$ cat config.mk
export PLATFORM = sky130hd
export DESIGN_NAME = ex_stage_pipe
export DESIGN_NICKNAME = d
export VERILOG_FILES = /design/src/rtl/ex_stage_pipe.sv
export SDC_FILE = /design/constraint.sdc
export NUM_CORES = 1
export LEC_CHECK = 0
export ABC_AREA = 1
export BUFFER_PORTS_ARGS = -buffer_cell sky130_fd_sc_hd__buf_2
export CORE_UTILIZATION = 28
export DETAILED_ROUTE_END_ITERATION = 12
export SLEW_MARGIN = 20
export SYNTH_ARGS = -nofsm -noshare
export SYNTH_HDL_FRONTEND = slang
export SYNTH_SLANG_ARGS = --single-unit
$ cat constraint.sdc
create_clock -name clk -period 5.27 [get_ports clk]
set_clock_uncertainty 0.15 [all_clocks]
set_input_delay 0.2635 -clock clk [delete_from_list [all_inputs] [get_ports clk]]
set_output_delay 0.2635 -clock clk [all_outputs]
set_load 0.005 [all_outputs]
$ cat src/rtl/ex_stage_pipe.sv
// Registered execute stage: ALU, branch target and write-back index behind valid/ready handshakes.
// Define EX_MUL_EN to add the iterative shift-add multiplier (funct 011000, XLEN-cycle latency).
module ex_stage_pipe #(
    parameter int XLEN       = 32,
    parameter int REG_ADDR_W = 5
) (
    input  logic                  clk,
    input  logic                  reset,
    input  logic                  flush,
    input  logic                  in_valid,
    output logic                  in_ready,
    input  logic [XLEN-1:0]       pc_plus4,
    input  logic [XLEN-1:0]       read_data1,
    input  logic [XLEN-1:0]       read_data2,
    input  logic [XLEN-1:0]       sign_extended,
    input  logic [REG_ADDR_W-1:0] rt,
    input  logic [REG_ADDR_W-1:0] rd,
    input  logic                  RegDst,
    input  logic                  ALUSrc,
    input  logic [1:0]            ALUOp,
    input  logic [5:0]            funct,
    output logic                  out_valid,
    input  logic                  out_ready,
    output logic [XLEN-1:0]       alu_result,
    output logic                  zero,
    output logic [XLEN-1:0]       branch_addr,
    output logic [REG_ADDR_W-1:0] reg_dst,
    output logic                  busy
);

    logic [XLEN-1:0]       op_b;
    logic [XLEN-1:0]       alu_comb;
    logic [XLEN-1:0]       branch_comb;
    logic [REG_ADDR_W-1:0] dst_comb;
    logic                  out_free;
    logic                  accept;

    assign op_b        = ALUSrc ? sign_extended : read_data2;
    assign branch_comb = pc_plus4 + (sign_extended << 2);
    assign dst_comb    = RegDst ? rd : rt;
    assign out_free    = !out_valid || out_ready;
    assign accept      = in_valid && in_ready;

`ifdef EX_MUL_EN
    // IDLE: accepting ops | MUL: shift-add running, cnt = steps left after this one
    typedef enum logic {IDLE, MUL} state_t;
    localparam int CNT_W = $clog2(XLEN);

    state_t          state;
    logic [CNT_W-1:0] cnt;
    logic [XLEN-1:0] mcand;
    logic [XLEN-1:0] mplier;
    logic [XLEN-1:0] acc;
    logic [XLEN-1:0] acc_next;
    logic            busy_q;
    logic            is_mult;

    assign acc_next = acc + (mplier[0] ? mcand : '0);
    assign in_ready = (state == IDLE) && out_free && !flush;
    assign busy     = busy_q;
`else
    assign in_ready = out_free && !flush;
    assign busy     = 1'b0;
`endif

    always_comb begin
        alu_comb = '0;
`ifdef EX_MUL_EN
        is_mult = 1'b0;
`endif
        case (ALUOp)
            2'b00: alu_comb = read_data1 + op_b;
            2'b01: alu_comb = read_data1 - op_b;
            2'b11: alu_comb = read_data1 | op_b;
            default: begin
                case (funct)
                    6'b100000: alu_comb = read_data1 + op_b;
                    6'b100010: alu_comb = read_data1 - op_b;
                    6'b100100: alu_comb = read_data1 & op_b;
                    6'b100101: alu_comb = read_data1 | op_b;
                    6'b100111: alu_comb = ~(read_data1 | op_b);
                    6'b101010: alu_comb = {{(XLEN-1){1'b0}}, ($signed(read_data1) < $signed(op_b))};
`ifdef EX_MUL_EN
                    6'b011000: is_mult = 1'b1;
`endif
                    default:   alu_comb = '0;
                endcase
            end
        endcase
    end

    always_ff @(posedge clk or posedge reset) begin
        if (reset) begin
            out_valid   <= 1'b0;
            alu_result  <= '0;
            zero        <= 1'b0;
            branch_addr <= '0;
            reg_dst     <= '0;
`ifdef EX_MUL_EN
            state  <= IDLE;
            busy_q <= 1'b0;
            cnt    <= '0;
            mcand  <= '0;
            mplier <= '0;
            acc    <= '0;
`endif
        end else if (flush) begin
            out_valid <= 1'b0;
`ifdef EX_MUL_EN
            state  <= IDLE;
            busy_q <= 1'b0;
`endif
        end else begin
            if (out_valid && out_ready)
                out_valid <= 1'b0;
            if (accept) begin
                branch_addr <= branch_comb;
                reg_dst     <= dst_comb;
`ifdef EX_MUL_EN
                if (is_mult) begin
                    mcand  <= read_data1;
                    mplier <= op_b;
                    acc    <= '0;
                    cnt    <= CNT_W'(XLEN - 1);
                    state  <= MUL;
                    busy_q <= 1'b1;
                end else
`endif
                begin
                    alu_result <= alu_comb;
                    zero       <= (alu_comb == '0);
                    out_valid  <= 1'b1;
                end
            end
`ifdef EX_MUL_EN
            // Last step folds its partial product straight into the output register
            if (state == MUL) begin
                if (cnt == '0) begin
                    alu_result <= acc_next;
                    zero       <= (acc_next == '0);
                    out_valid  <= 1'b1;
                    state      <= IDLE;
                    busy_q     <= 1'b0;
                end else begin
                    acc    <= acc_next;
                    mcand  <= mcand << 1;
                    mplier <= mplier >> 1;
                    cnt    <= cnt - 1'b1;
                end
            end
`endif
        end
    end

endmodule

Word level (Yosys, flattened, before mapping) --
Index checks and enable logic that the tools add are counted.
Word-level totals: register bits 71, bits of input ports 153, output and inout bits 73
Operators by class: add/sub/neg operators 3, magnitude comparators 1, eq/ne operators 8, mux-type cells 7, bitwise operators 4, reduce and logical (&&, ||, !) cells 10
Operators by type and width (count):
- $pmux W32 S6 | 1
- $pmux W32 S3 | 1
- $add A32 B32 Y32 | 2
- $eq A6 B6 Y1 const B | 6
- $and A32 B32 Y32 | 1
- $logic_not A32 Y1 | 1
- $lt A32 B32 Y1 | 1
- $mux W32 | 1
- $not A32 Y32 | 1
- $or A32 B32 Y32 | 1
- $sub A32 B32 Y32 | 1
- $mux W5 | 1
- $logic_and A1 B1 Y1 | 3
- $mux W1 | 3
- $reduce_bool A3 Y1 | 1
- $eq A2 B1 Y1 const B | 1
- $eq A2 B2 Y1 const B | 1
- $logic_not A1 Y1 | 2
- $logic_not A2 Y1 | 1
- $reduce_and A2 Y1 | 1
- $logic_or A1 B1 Y1 | 1
- $not A1 Y1 | 1

Depth between registers and ports, before layout --
Gate-level depths: netlist (run 1).
word-level depth 6, depth in mapped cells 27

Least setup slack after synthesis (run 1) --
No wires, ideal clock.
path kind input-to-reg, start point in ALUSrc, end point reg zero, arrival time 2.867 ns, data required time 5.054 ns, setup slack 2.188 ns, cell stages on the path 24, path buffers 2, path through clkbuf_1 -> clkbuf_1 -> nand2_1 -> o21ai_0 -> inv_1 -> ha_1 -> fa_1 -> nand2_1 -> nand2_1 -> nand3_1 -> nand2_1 -> nand2_1 -> nand2_1 -> nand3b_1 -> nand3_1 -> nand3_1 -> o21ai_0 -> nor2_1 -> nand2_1 -> nor2_1 -> nand2_1 -> nor2_1 -> nand2_1 -> nand2_1
Between the ends: word-level cells in the longest chain between the ends 6, elaborated cells on any way between the ends 10, those cells by class add/sub: 2; order compare: 1; mux: 3; bitwise: 3; reduce/logical: 1
RTL lines:
- start: declaration | RTL line 19 | input logic ALUSrc,
- $mux W32 (*) | RTL line 38 | assign op_b = ALUSrc ? sign_extended : read_data2;
- branches (longest 3 deep; another with $sub A32 B32 Y32)
- $pmux W32 S3 (*) | RTL line 71 | case (ALUOp)
- $logic_not A32 Y1 (*) | RTL line 131 | zero <= (alu_comb == '0);
- end signal: assignment | RTL line 131
- end: declaration | RTL line 25 | output logic zero,
Every way passes the cells marked *. A chain may end at the register's enable or synchronous reset.

Worst setup path after layout (run 1) --
Same ends and word-level chain as after synthesis.

==> impl_results.md, run 1 <==
- CTS clk-pin slew, worst paths: 60 ps
- DIE AREA: 0.0438 mm2
- Fin nets: 2594
- GP Congestion: 1.02
- Final setup fails: 0
- Largest net degree at the start of global routing: 72
- Vias in the first global route: 13800
- Max Clk Rate: 229 MHz
- Register bit total from synthesis: 71
- Worst EP arrival: 4520 ps
- Pwr/cell area: 215 mW/mm2
- Leak: 7.79 nW
- IO Count: 226
- Initial Util: 0.286
- Critical Path Most Common Cell: nand2_1
- Post-synth net total: 2416
- All-Layer GR Usage: 0.239
- CTS Sinks: 71
- Worst-path maximum fanout: 52
- Final Cycle Share: 0.830
- CP Launch Type: input port
- Slew HR: 0.239
- Ys Warns: 0
- WL final: 53.4 mm
- Total gr overflow: 0
- Main synth FF type: dfrtp_1
- Commonest cells after routing, fill and taps aside: nand2_1 (650), inv_1 (312), nand3_1 (241)
- Sequential area share after synthesis: 0.148
- Average via count per standard cell: 5.09
- Initial antenna violation count: 0
- Clock Path Buffers: 2
- Die Wd: 209 um
- Share of cells above drive strength 1: 0.144
- Period minus WS final: 4370 ps
- Most common cell after layout, fill and taps aside: nand2_1
- Final slew viol count: 0
- Hold_buf cts: 3
- CP max stage delay: 710 ps
- Least-Margin Pin Slew: 1140 ps
- CP Capture Type: flop
- Mapped Cells: 2129
- CTS resizes: 0
- Core area: 0.0421 mm2
- Synth Area per Inst: 5.65 um2
- Post-Syn Area: 0.0120 mm2
- Worst EP required: 5420 ps
- Drt initial violations: 1303
- CP Class: in -> reg
- Worst VDD drop: 126 uV
- Die Y: 209 um
- Sum Neg Setup Slack: 0 ps
- Post-synth EDFFs: 0
- First-pass GRT wire length: 80.0 mm
- Clock latency on the worst-skew pair: 350 ps
- Slowest-stage cell, CP: buf_2
- Detail Placement HPWL: 43.6 mm
- Htree depth: 3
- Max Cap Viol: 0
- Routed Antenna Nets: 0
- Vias: 14500
- Synth-to-layout area growth: 15.8%
- Root buffer cell: clkbuf_16
- Buffers on Ports: 224
- RSZ-0062 raised after global routing: no
- N_diodes: 0
- CTS tree: yes
- Row count: 75
- # DRC: 0
- Hold WC Path Type: in -> reg
- Num CTS Buffers: 9
- Async S/R FF share, synth: 1.00
- Outcome: complete, no violations
- CP cell instances: buf_2 > o21ai_0 > ha_1 > nor2_1 > nand2_1 > inv_1 > nand2_1 > nand2_1 > nand2_1 > nand3_1 > o211ai_1 > a21oi_1 > nand2_1 > nor2_1 > nand2_1 > nor2_1 > nand3_1 > nor2_1 > nand2_1 > nand2_1
- Post-CTS setup buffer count: 0
- WHS: 43.2 ps
- TritonRoute pass-1 iters: 8
- Distinct cells, synth: 47
- Drt wl/cell: 18.7 um
- Final Hold Fails: 0
==> cells by family (layout without fill, tap and decap cells) <==
group / after synthesis / count (layout) / share of synthesized area
adders and majority gates: 134 / 134 / 0.141
AOI/OAI and AO/OA: 301 / 301 / 0.140
and+or+nand+nor: 1196 / 1196 / 0.422
other: 1 / 1 / 0.000312
buffers and inverters: 408 / 591 / 0.136
DFF: 71 / 71 / 0.148
xor gates and xnor gates: 18 / 18 / 0.0131
==> routing by layer <==
layer / track usage / up-vias / share of wire / wire length, um
met5: 0 / - / 0 / 0
met1: 0.310 / 6675 / 0.43 / 23200
met3: 0.0263 / 113 / 0.061 / 3250
met2: 0.401 / 604 / 0.46 / 24800
met4: 0.100 / 0 / 0.041 / 2200
li1: - / 7131 / - / -
==> power breakdown <==
group          switching, mW  internal [mW]  total [mW]
combinational           1.04          0.506        1.54
clock                  0.275          0.465       0.740
sequential            0.0620          0.654       0.716
==> worst paths after layout <==
path / startpoint / end / slack [ps] / depth (start not counted)
setup reg to reg: out_valid$_DFFE_PP0P_ / zero$_DFFE_PP0P_ / 2540 / 15
hold reg to reg: branch_addr[1]$_DFFE_PP0P_ / branch_addr[1]$_DFFE_PP0P_ / 320 / 2
max in group asynchronous: reset / alu_result[8]$_DFFE_PP0P_ / 4270 / 3
setup / recovery: ALUSrc / zero$_DFFE_PP0P_ / 900 / 20
min in group asynchronous: reset / branch_addr[26]$_DFFE_PP0P_ / 50 / 3
hold / removal: in_valid / out_valid$_DFFE_PP0P_ / 40 / 3
==> registers in the layout, indices dropped and copies added (netlist names) <==
name         flops
reg_dst          5
out_valid        1
alu_result      32
branch_addr     32
zero             1
==> synthesized netlist by cell type (19+ instances only) <==
| cell | number | area share |
|---|---|---|
| a21oi_1 | 101 | 0.042 |
| buf_2 | 19 | 0.0079 |
| clkbuf_1 | 28 | 0.0087 |
| dfrtp_1 | 71 | 0.15 |
| ha_1 | 131 | 0.14 |
| inv_1 | 313 | 0.098 |
| inv_2 | 24 | 0.0075 |
| nand2_1 | 652 | 0.20 |
| nand3_1 | 241 | 0.10 |
| nor2_1 | 208 | 0.065 |
| o21ai_0 | 109 | 0.045 |
| o21ai_1 | 19 | 0.0079 |
| o22ai_1 | 19 | 0.0099 |
==> stage by stage <==
step	setup slack [ps]	utilization	power (mW)	std cells	cell area (um2)
global route	646	0.331	3.22	2851	13900
finish	897	0.331	3.00	2851	13900
detailed placement	550	0.322	2.24	2832	13600
CTS	922	0.331	3.00	2851	13900
global placement	558	0.322	2.23	2832	13600
floorplan	2190	-	1.69	2129	12000
==> worst max-delay path: cells and delay by family <==
kind | cells | cell delay, ps
buf+inv | 2 | 790
compound gates | 3 | 840
fa+ha+maj | 1 | 570
simple gates | 14 | 2020
==> cell type report <==
cell class              instances  area, um2
clock buffers                   9        225
clock inverters                 7        118
fillers                      4818      28200
inverters                     340       1280
multi-input cells            1650       8650
flip-flops and latches         71       1780
well taps                     539        674
repair buffers                235       1210
Power figures use the tool's default switching activity.
==> run 2: changes to the inputs <==
Settings changed: ABC_AREA 1 to 0.
Clock period 5.27 ns to 4.3 ns, I/O delays scaled along.
==> impl_results.md, run 2 <==
- Leak: 7.21 nW (-7.4%)
- Clock Path Buffers: 2 (unchanged)
- Fin util: 0.401 (+0.0699)
- Drt initial violations: 1073 (-18%)
- Die Y: 197 um (-6.0%)
- Outcome: complete, no violations
- Area leader, netlist: dfrtp_1
- Period minus WS final: 4180 ps
- CTS Sinks: 71 (unchanged)
- Num CTS Buffers: 9 (unchanged)
- Final slew viol count: 0 (unchanged)
- Htree depth: 3 (unchanged)
- First-pass GRT wire length: 72.3 mm (-9.6%)
- Sw Share: 0.415 (-0.0429)
- Post-Syn Area: 0.0106 mm2 (-12%)
- Sw power: 1.64 mW (+19%)
- Worst-path maximum fanout: 10 (-81%)
- Core area: 0.0370 mm2 (-12%)
- Detail Placement HPWL: 39.8 mm (-8.8%)
- Most frequent cell after synthesis: nand2_1
- Commonest cells post-synth: nand2_1 (154), ha_1 (131), inv_1 (112)
- Initial antenna violation count: 4 (+4)
- Post-synth top area share: 0.167 (-0.0360)
- CP Class: in -> reg
- Most common cell after layout, fill and taps aside: buf_4
- Row count: 70 (-6.7%)
- Clock power share: 0.204 (-0.043)
- Async S/R FF share, synth: 1.00 (unchanged)
- Slew HR: 0.330 (+0.0917)
- Commonest cells after routing, fill and taps aside: buf_4 (278), buf_2 (223), nand2_1 (153)
- CTS clk-pin slew, worst paths: 70 ps (about the same)
- # DRC: 0 (unchanged)
- Post-synth net total: 1711 (-29%)
- Max Clk Rate: 239 MHz
- Worst EP arrival: 4330 ps (-190 ps)
- Register bit total from synthesis: 71 (unchanged)
- Initial Util: 0.287 (+0.00166)
- All-Layer GR Usage: 0.242 (+0.00333)
- Routed metal-1 wire length: 20.9 mm (-9.8%)
- Logic pwr share: 0.571 (+0.056)
- Synth top area cells: dfrtp_1 (17%), ha_1 (15%), nand2_1 (5.4%)
- Share of cells above drive strength 1: 0.313 (+0.170)
- Main synth FF type: dfrtp_1
- Leading registers by flop count: alu_result (32), branch_addr (32), reg_dst (5)
- CP Launch Type: input port
- Max Cap Viol: 0 (unchanged)
- Fillers: 3833 (-20%)
- Final setup fails: 0 (unchanged)
- Worst VDD drop: 147 uV (+17%)
- Final Hold Fails: 0 (unchanged)
- Worst EP required: 4450 ps (-970 ps)
- Least-Margin Pin Slew: 1000 ps (-136 ps)
- Mapped Cells: 1424 (-33%)
- Fin nets: 2149 (-17%)
- Die Wd: 197 um (-6.0%)
- Buffers on Ports: 224 (unchanged)
- Vias in the first global route: 12400 (-9.6%)
- Drt wl/cell: 20.6 um (+9.7%)
- Tot Pwr: 3.94 mW (+32%)
- Total gr overflow: 0 (unchanged)
- CTS tree: yes
- Synth Area per Inst: 7.46 um2 (+32%)
- CP Capture Type: flop
- Routed Antenna Nets: 0 (unchanged)
- TritonRoute pass-1 iters: 6 (-2)
- Vias: 12900 (-11%)
- GP Congestion: 0.973 (-4.5%)
- Hold WC Path Type: in -> reg
- Average via count per standard cell: 5.44 (+6.8%)
- Distinct cells, synth: 84 (+79%)
- Met3 wire length: 4.03 mm (+24%)
- WL final: 48.8 mm (-8.7%)
- Ys Warns: 0 (unchanged)
- Reg power frac: 0.224 (-0.015)
- DIE AREA: 0.0387 mm2 (-12%)
- Highest Signal Layer: met5
- Post-synth EDFFs: 0 (unchanged)
- Met2 WL: 22.2 mm (-11%)
- Largest net degree at the start of global routing: 60 (-17%)
- Final Cycle Share: 0.972
- Synth-to-layout area growth: 39.4%
- Pwr/cell area: 266 mW/mm2 (+24%)
- Internal power: 2.31 mW (+42%)
- Sequential area share after synthesis: 0.167 (+0.0197)
- Clock latency on the worst-skew pair: 350 ps (about the same)
- Root buffer cell: clkbuf_16
- IO Count: 226 (unchanged)
[run 2: changes by cell type after synthesis, moves of 19 or more]
cell	previous run	this run
a21o_1	0	26
a22oi_1	0	22
clkbuf_1	28	65
inv_1	313	112
inv_2	24	0
mux2i_1	0	54
nand2_1	652	154
nand2b_1	0	24
nand3_1	241	16
nor2_1	208	105
o21ai_1	19	0
xnor2_1	7	52
[run 2: cell families after synthesis]
kind of cell	synth area share
compound gates	0.308
simple gates	0.182
buf+inv	0.0707
fa+ha+maj	0.160
flops	0.167
xor+xnor	0.0577
mux	0.0541
other cells	0.000353
[run 2: area by class of cell]
cell class                 instances  area, um2  area share
tap                              504        631      0.0426
clock inverter                     6       68.8     0.00465
antenna                            2       5.00    0.000338
inverter                         113        424      0.0287
timing repair buffer             509       3300       0.223
clock buffer                      10        239      0.0161
sequential                        71       1780       0.120
multi-input combinational       1158       8360       0.565
[run 2: worst max-delay path, cell delays in order]
cell,delay [ps]
clkbuf_4,150
buf_12,160
mux2i_4,200
ha_1,290
buf_4,180
and3_1,160
a221oi_1,90
buf_4,160
o311ai_2,370
a41oi_2,220
o31ai_2,340
or3_1,160
o211ai_1,80
or4b_1,560
nor4_4,350
nand4_1,170
nor4_1,300
a31o_1,170
[run 2: power groups by stage]
stage                     sequential [mW]  clock (mW)  combinational, mW
final                               0.884       0.806               2.25
after global routing                0.901       0.839               2.43
after CTS                           0.885       0.822               2.17
after detailed placement            0.897           0               2.14
after global placement              0.892           0               2.13
after floorplan                     0.904           0               1.10
[run 2: through the flow]
stage / hold slack (ps) / setup TNS (ps) / worst slack [ps] / instances / area (um2)
CTS: 3.08 / 0 / 16.2 / 2366 / 14500
detailed placement: 247 / -1680 / -550 / 2343 / 14100
global route: 56.8 / -31.9 / -31.9 / 2371 / 14800
floorplan: 131 / 0 / 12.3 / 1424 / 10600
global placement: 250 / -1170 / -495 / 2343 / 14100
finish: 15.1 / 0 / 122 / 2373 / 14800
[run 2: timing repair]
item	in CTS	in global routing
setup buffers	2	5
hold buffers	5	0
pin swaps	1	15
endpoints found under the hold margin	43	0
gates resized for setup	8	44
setup endpoints to repair	1	6
[run 2: per-layer routing]
metal,GRT usage,up-vias
met5,0,-
met4,0.0824,4
met3,0.0438,111
met2,0.409,626
met1,0.309,6114
li1,-,6058
[run 2: final timing paths]
kind | endpoint | slack [ps] | cells after the start | start
worst max-delay path | zero$_DFFE_PP0P_ | 120 | 18 | ALUSrc
worst min-delay path | reg_dst[1]$_DFFE_PP0P_ | 20 | 3 | rd[1]
worst max register to register | zero$_DFFE_PP0P_ | 1120 | 13 | out_valid$_DFFE_PP0P_
worst min register to register | alu_result[12]$_DFFE_PP0P_ | 320 | 2 | alu_result[12]$_DFFE_PP0P_
max in group asynchronous | alu_result[21]$_DFFE_PP0P_ | 2500 | 4 | reset
min in group asynchronous | branch_addr[17]$_DFFE_PP0P_ | 500 | 3 | reset
==> run 3: changes to the inputs <==
Settings changed: ABC_AREA 0 to 1, ABC_CLOCK_PERIOD_IN_PS from default to 4300.
==> impl_results.md, run 3 (synthesized netlist as in run 1, its figures left out) <==
- CP Class: in -> reg
- CP Capture Type: flop
- Critical Path Most Common Cell: nand3_1
- First-pass GRT wire length: 81.8 mm (+13%)
- Fin nets: 2619 (+22%)
- Delay-heaviest family, CP: simple AND/OR/NAND/NOR gates
- Htree depth: 3 (unchanged)
- Leading registers by flop count: alu_result (32), branch_addr (32), reg_dst (5)
- WHS Path Cells: 3 (unchanged)
- Max Clk Rate: 252 MHz (+5.3%)
- CTS tree: yes
- Least-Margin Pin Slew: 1210 ps (+204 ps)
- Outcome: complete, no violations
- Worst EP arrival: 4120 ps (-210 ps)
- Vias: 14600 (+13%)
- Sw Share: 0.470 (+0.0541)
- Row count: 75 (+7.1%)
- Final Hold Fails: 0 (unchanged)
- Worst EP required: 4450 ps (about the same)
- CTS clk-pin slew, worst paths: 60 ps (about the same)
- Fillers: 4734 (+24%)
- Multi-input logic area: 0.00865 mm2 (+3.5%)
- Period minus WS final: 3970 ps (-212 ps)
- Inst Count DP: 2854 (+22%)
- Critical path buffers and inverters: 2 (-2)
- CTS Sinks: 71 (unchanged)
- Pwr/cell area: 256 mW/mm2 (-4.1%)
- CP max stage delay: 440 ps (-120 ps)
- Drt wl/cell: 19.2 um (-6.8%)
- Average via count per standard cell: 5.06 (-7.0%)
- Clock latency on the worst-skew pair: 360 ps (about the same)
- Hold WC Path Type: in -> reg
- Worst-path maximum fanout: 31 (+21)
- Commonest cells after routing, fill and taps aside: nand2_1 (650), inv_1 (311), nand3_1 (241)
- CP cell instances: buf_2 > buf_4 > nand2_1 > o21ai_0 > ha_1 > nor2_1 > nand3_1 > nand3_1 > nand2_1 > nand3_1 > nand3_1 > a21oi_1 > nand3_1 > nor2_1 > nand2_1 > nor2_1 > nand3_1 > nor2_1 > nand2_1 > nand2_1
- Buffers on Ports: 224 (unchanged)
- Final Cycle Share: 0.922 (-0.0492)
- Core area: 0.0421 mm2 (+14%)
- Routed Antenna Nets: 0 (unchanged)
- Final setup fails: 0 (unchanged)
- Num CTS Buffers: 9 (unchanged)
- Clock power share: 0.217 (+0.013)
- GP Congestion: 1.02 (+4.7%)
- Sw power: 1.69 mW (+3.4%)
- DP Area: 0.0137 mm2 (-2.8%)
- Die Wd: 209 um (+6.4%)
- Root buffer cell: clkbuf_16
- Detail Placement HPWL: 45.3 mm (+14%)
- Drt initial violations: 1354 (+26%)
- IO Count: 226 (unchanged)
- Reg power frac: 0.244 (+0.020)
- Hold path start: rt[3]
- Cells on worst reg2reg path: 8 (-5)
- Vias in the first global route: 13900 (+12%)
- WHS Endpoint: reg_dst[3]$_DFFE_PP0P_
- Sum Neg Setup Slack: 0 ps (unchanged)
- Fin util: 0.335 (-0.0655)
- Largest net degree at the start of global routing: 70 (+17%)
- Setup slack, reg-to-reg: 1540 ps (+420 ps)
- Max Cap Viol: 0 (unchanged)
- Leak: 7.90 nW (+9.5%)
- TritonRoute pass-1 iters: 8 (+2)
- # DRC: 0 (unchanged)
- Slew HR: 0.193 (-0.137)
- DIE AREA: 0.0438 mm2 (+13%)
- Synth-to-layout area growth: 17.3%
- Post-layout instance area: 0.0141 mm2 (-4.6%)
- FF/Latch Area: 0.00178 mm2 (unchanged)
- All-Layer GR Usage: 0.247 (+0.00449)
- Worst VDD drop: 171 uV (+16%)
- Worst r2r src: out_valid$_DFFE_PP0P_
- Slowest-stage cell, CP: ha_1
- Initial Util: 0.286 (-0.00166)
- Layout Cells excl Fill: 2880 (+21%)
- Initial antenna violation count: 5 (+1)
- Reg-to-Reg End: branch_addr[31]$_DFFE_PP0P_
- Total gr overflow: 0 (unchanged)
- WL final: 55.2 mm (+13%)
- RSZ-0062 raised after global routing: no
- Die Y: 209 um (+6.4%)
- Internal power: 1.91 mW (-17%)
- Tot Pwr: 3.61 mW (-8.5%)
- Most common cell after layout, fill and taps aside: nand2_1
- Final slew viol count: 0 (unchanged)
- CP Launch Type: input port
- Share of cells above drive strength 1: 0.151 (-0.162)
- Logic pwr share: 0.540 (-0.031)
- Clock Path Buffers: 2 (unchanged)
run 3: power by group through the flow:
stage,clock [mW],combinational [mW],sequential (mW)
finish,0.781,1.95,0.880
detailed placement,0,1.91,0.887
CTS,0.797,1.92,0.879
global placement,0,1.91,0.885
global route,0.816,2.16,0.893
floorplan,0,1.17,0.892
run 3: per-layer routing:
layer  wire length [um]  global-route usage
met2              25300               0.412
met1              24500               0.326
met4               2150               0.101
met5                 13                   0
met3               3250              0.0227
run 3: cell type report:
| type | count | share of cell area |
|---|---|---|
| Sequential cell | 71 | 0.126 |
| Antenna cell | 4 | 0.000709 |
| Clock buffer | 12 | 0.0175 |
| Timing Repair Buffer | 260 | 0.102 |
| Multi-Input combinational cell | 1650 | 0.613 |
| Inverter | 340 | 0.0905 |
| Tap cell | 539 | 0.0478 |
| Clock inverter | 4 | 0.00319 |
run 3: tightest hold or removal path: stages:
cell and delay (ps):
buf_2 70, o21ai_0 60, o21ai_0 140
run 3: worst max-delay path by stage:
stage,startpoint,to,slack (ps),cells past startpoint
floorplan,ALUSrc,zero$_DFFE_PP0P_,1270,24
CTS,ALUSrc,zero$_DFFE_PP0P_,410,20
global placement,ALUSrc,zero$_DFFE_PP0P_,-20,19
global route,ALUSrc,zero$_DFFE_PP0P_,130,20
finish,ALUSrc,zero$_DFFE_PP0P_,330,20
detailed placement,ALUSrc,zero$_DFFE_PP0P_,40,19
run 3: what timing repair did:
action	in CTS	in global routing
resized for setup	0	0
buffers inserted	0	0
endpoints found under the setup margin	0	0
hold buffers	5	0
hold endpoints to repair	35	0
run 3: stage by stage:
step | worst slack [ps] | hold WS, ps
2_1_floorplan | 1270 | 131
3_3_place_gp | -23.8 | 170
3_5_place_dp | 40.1 | 191
4_1_cts | 412 | 18.3
5_1_grt | 127 | 52.8
6_report | 334 | 27.6
